File: src/rtl/button_conditioner.sv
// Multi-channel push-button conditioner: synchroniser, debouncer, press/release
// pulses, optional hold-to-repeat and a registered chord detector.
module button_conditioner #(
  parameter int CHANNELS = 4,
  parameter int SYNC_STAGES = 3,
  parameter int DEBOUNCE_CYCLES = 500000,
  parameter int REPEAT_DELAY = 15000000,
  parameter int REPEAT_PERIOD = 5000000,
  parameter logic [CHANNELS-1:0] REPEAT_MASK = '0,
  parameter logic [CHANNELS-1:0] CHORD_MASK = '0
) (
  input  logic                clk,
  input  logic                reset,
  input  logic [CHANNELS-1:0] in,
  output logic [CHANNELS-1:0] level,
  output logic [CHANNELS-1:0] press,
  output logic [CHANNELS-1:0] release_pulse,
  output logic [CHANNELS-1:0] repeat_pulse,
  output logic [CHANNELS-1:0] action,
  output logic                chord
);

  localparam int DW = $clog2(DEBOUNCE_CYCLES + 1);
  localparam int RMAX = (REPEAT_DELAY > REPEAT_PERIOD) ?
                        REPEAT_DELAY : REPEAT_PERIOD;
  localparam int RW = $clog2(RMAX + 1);

  localparam logic [DW-1:0] DB_MAX = DW'(DEBOUNCE_CYCLES);
  localparam logic [RW-1:0] RD_LAST = RW'(REPEAT_DELAY - 1);
  localparam logic [RW-1:0] RP_LAST = RW'(REPEAT_PERIOD - 1);

  typedef enum logic [1:0] {
    IDLE,
    DELAY,
    RPT
  } rstate_t;

  for (genvar i = 0; i < CHANNELS; i++) begin : g_ch
    logic [SYNC_STAGES-1:0] sync;
    logic [DW-1:0] dcnt;
    logic lvl;
    logic prs;
    logic rel;
    logic rpt;
    logic accept;
    logic rise;
    logic fall;

    // accept fires one edge after the difference has persisted long enough
    assign accept = (dcnt == DB_MAX);
    assign rise = accept & ~lvl;
    assign fall = accept & lvl;

    always_ff @(posedge clk) begin
      if (reset) begin
        sync <= '0;
        dcnt <= '0;
        lvl <= 1'b0;
        prs <= 1'b0;
        rel <= 1'b0;
      end else begin
        sync <= {sync[SYNC_STAGES-2:0], in[i]};
        prs <= rise;
        rel <= fall;
        if (accept) begin
          lvl <= ~lvl;
          dcnt <= '0;
        end else if (sync[SYNC_STAGES-1] != lvl) begin
          dcnt <= dcnt + DW'(1);
        end else begin
          dcnt <= '0;
        end
      end
    end

    if (REPEAT_MASK[i]) begin : g_rpt
      rstate_t state;
      logic [RW-1:0] rcnt;

      always_ff @(posedge clk) begin
        if (reset) begin
          state <= IDLE;
          rcnt <= '0;
          rpt <= 1'b0;
        end else begin
          rpt <= 1'b0;
          if (rise) begin
            state <= DELAY;
            rcnt <= '0;
          end else if (fall || !lvl) begin
            // a falling edge kills any repeat due in the same cycle
            state <= IDLE;
            rcnt <= '0;
          end else begin
            unique case (state)
              DELAY: begin
                if (rcnt == RD_LAST) begin
                  rpt <= 1'b1;
                  state <= RPT;
                  rcnt <= '0;
                end else begin
                  rcnt <= rcnt + RW'(1);
                end
              end
              RPT: begin
                if (rcnt == RP_LAST) begin
                  rpt <= 1'b1;
                  rcnt <= '0;
                end else begin
                  rcnt <= rcnt + RW'(1);
                end
              end
              default: rcnt <= '0;
            endcase
          end
        end
      end
    end else begin : g_norpt
      assign rpt = 1'b0;
    end

    assign level[i] = lvl;
    assign press[i] = prs;
    assign release_pulse[i] = rel;
    assign repeat_pulse[i] = rpt;
  end

  assign action = press | repeat_pulse;

  logic held;
  logic held_r;

  assign held = (CHORD_MASK != '0) &&
                ((level & CHORD_MASK) == CHORD_MASK);

  always_ff @(posedge clk) begin
    if (reset) begin
      held_r <= 1'b0;
      chord <= 1'b0;
    end else begin
      held_r <= held;
      chord <= held & ~held_r;
    end
  end

endmodule

File: config.mk
export PLATFORM = sky130hd
export DESIGN_NAME = button_conditioner
export DESIGN_NICKNAME = d
export VERILOG_FILES = /design/src/rtl/button_conditioner.sv
export SDC_FILE = /design/constraint.sdc
export NUM_CORES = 1
export LEC_CHECK = 0
export CORE_UTILIZATION = 53
export DETAILED_ROUTE_END_ITERATION = 10
export PLACE_DENSITY = 0.75
export SYNTH_ARGS = -nofsm -noshare
export SYNTH_HDL_FRONTEND = slang
export SYNTH_SLANG_ARGS = --single-unit
File: constraint.sdc
create_clock -name clk -period 1.9 [get_ports clk]
set_clock_uncertainty 0.05 [all_clocks]
set_input_delay 0.19 -clock clk [delete_from_list [all_inputs] [get_ports clk]]
set_output_delay 0.19 -clock clk [all_outputs]
set_load 0.05 [all_outputs]
==> results.ini <==
[outcome]
outcome=finished, final reports clean

[layout]
fillCellCount=679
diodes=0
mostFrequentLayoutCells=100 x dfxtp_1, 81 x nor2_1, 49 x buf_4
drive_above_1_share_pct=15.73
final_common_cell=dfxtp_1
instances_no_fill=658
fin_util_pct=64.01
area_delta_synth_final_pct=16.27
nets=563

[routing]
ant_nets=0
drt-vias-per-instance=5.447
via_count=3584
wl_mm=8.729
drtIter0Drc=68
wl_per_cell_um=13.27
first_pass_iters=4
remaining_drc_errors=0

[sta]
tightest_slew_ns=0.5012
setup_violations=0
hold_viol=0
rsz0062_at_grt=true
fin_crit_sh_pct=97.53
min_period_ns=1.853
setup_ws_ns=0.04688
max_clock_freq_mhz=539.6
setup_tns_ns=0
report.final.slew_viol_count=0
slew_headroom_pct=66.48

[synthesis]
synth-seq-cells=100
syn_area_um2=4569
synth_cells=496
synthArstFlopShare_pct=0
yosysUniqueCellTypes=45
yosysWarnings=0
synth_edf_count=0
synth_top_area_cell=dfxtp_1
synth_area_leaders=dfxtp_1 44%, xnor2_1 8.1%, nor2_1 6.7%
yosysTopAreaCellShare_pct=43.81
avgSynthCellArea_um2=9.212
yosysSeqAreaShare_pct=43.81
synth_flop_cell=dfxtp_1

[setup_path]
required_ns=2.11
critical_path_arrival_ns=2.06
rr_worst_depth=3
end_kind=flip-flop
critPathKind=flip-flop to flip-flop
crit_fanout=4
cp-start-kind=flip-flop

[job]
max_cap_viol_count=0

[floorplanning]
fp.dieH_um=94.85
core_um2=8299
start_util_pct=55.06
die_w_um=94.85
ios=27
die-area_um2=8997
rows=33

[global_routing]
grt-ovfl-total=0
grt_pass1_vias=3331
grt_max_degree=33
antenna_found_initial=0
grt_pass1_wl_mm=14.68
grt_usage_pct=20.81

[placement]
dp_cells=643
dpl_worst_slack_ns=0.02290
dp_hpwl_mm=6.240
gp_congestion=0.8692
io_buffer_count=21

[clocking]
htreeDepth=3
root_buffer=clkbuf_8
cts_made_buffers=9
cts.sinks=100
cts_hold_buf=0
cts_tree=done
clock_path_buffers=2
clk_latency_ns=0.36
post_cts_buffers=0
clkTransAtPathRegs_ns=0.09

[power_and_ir_drop]
ir_worst_vdd_mv=0.4890
p_per_area_nw_per_um2=682.7
power_leakage_nw=1.785

[hold_path]
whs_path_depth=2
hold_class=input port to flip-flop

[cells by family after synthesis]
group / synth area share (%)
flip-flops: 43.81
multiplexers: 1.205
AND/OR/NAND/NOR: 30.15
buffers and inverters: 6.216
XOR/XNOR: 11.88
AO/OA/AOI/OAI: 4.463
other: 0.08207
adder cells (fa/ha/maj): 2.191
[state kept, by name, indices dropped and copies added, names as in the netlist]
signal     flops
g_ch.dcnt     76
g_ch.lvl       4
g_ch.prs       4
g_ch.rel       4
g_ch.sync     12
[where the power goes]
group / switching, mW / total (mW) / leakage [nW] / internal (mW)
logic: 0.0470 / 0.0746 / 0.882 / 0.0276
registers: 0.00483 / 2.11 / 0.807 / 2.11
clock network: 0.706 / 1.44 / 0.0956 / 0.736
total: 0.758 / 3.63 / 1.78 / 2.87
[critical path, stage by stage (launching register included)]
cell	delay (ns)
dfxtp_1	0.32
or4_4	0.56
or4_4	0.53
mux2_4	0.31
[synth_stat cells, types with 2 or more instances]
master and n:
nor4bb_1 3, inv_1 14, or3_1 3, nand4_2 3, nand2b_1 3, nor4_1 16, buf_6 2, o41ai_4 3
clkbuf_1 5, o31ai_1 3, nand3_1 27, dfxtp_1 100, ha_1 8, nor2_1 82, o41ai_1 2, nor4b_1 4
nand4_1 23, nor3b_1 4, o21ai_0 3, nand3b_1 2, or4_1 4, and3_1 6, buf_4 24, nor3_1 15
mux2_4 3, and4_1 7, xnor2_1 42, xor2_1 20, a21oi_1 9, nor2b_1 15, or2_2 3, or4_4 4
or4b_2 2, nand2_1 21
[through the flow]
stage          power [mW]  hold WS, ns  instance area [um^2]
3_3_place_gp        2.233       0.3696                  5082
4_1_cts             3.668       0.3134                  5295
6_report            3.627       0.3334                  5313
2_1_floorplan       2.217       0.2682                  4584
3_5_place_dp        2.234       0.3704                  5082
5_1_grt             3.748       0.3217                  5313
[worst paths after layout]
path                    from              end  slack, ns
max reg2reg  g_ch[1].dcnt[9]      g_ch[1].lvl       0.05
max          g_ch[1].dcnt[9]      g_ch[1].lvl       0.05
min                    in[3]  g_ch[3].sync[0]       0.33
min reg2reg  g_ch[2].sync[0]  g_ch[2].sync[1]       0.39
[repair_timing]
| action | in CTS | in global routing |
|---|---|---|
| gates resized for setup | 1 | 6 |
| pin swaps | 1 | 0 |
| setup endpoints to repair | 1 | 6 |
[metal layers]
metal / track usage (%) / up-vias / routed length (um) / part of all wire [%]
li1: - / 1799 / - / -
met1: 24.29 / 1705 / 3852 / 44
met2: 36.27 / 67 / 4406 / 50
met3: 5.717 / 13 / 338 / 3.9
met4: 7.449 / 0 / 131 / 1.5
met5: 0 / - / 0 / 0
[cell type report]
type                            count  area [um^2]  share of cell area (%)
Multi-Input combinational cell    353         2312                   43.52
Tap cell                          105        131.4                   2.473
Timing Repair Buffer               71        608.1                   11.45
Clock buffer                       11        131.4                   2.473
Sequential cell                   100         2002                   37.68
Clock inverter                      4        75.07                   1.413
Inverter                           14        52.55                  0.9892
Power figures use the tool's default switching activity.
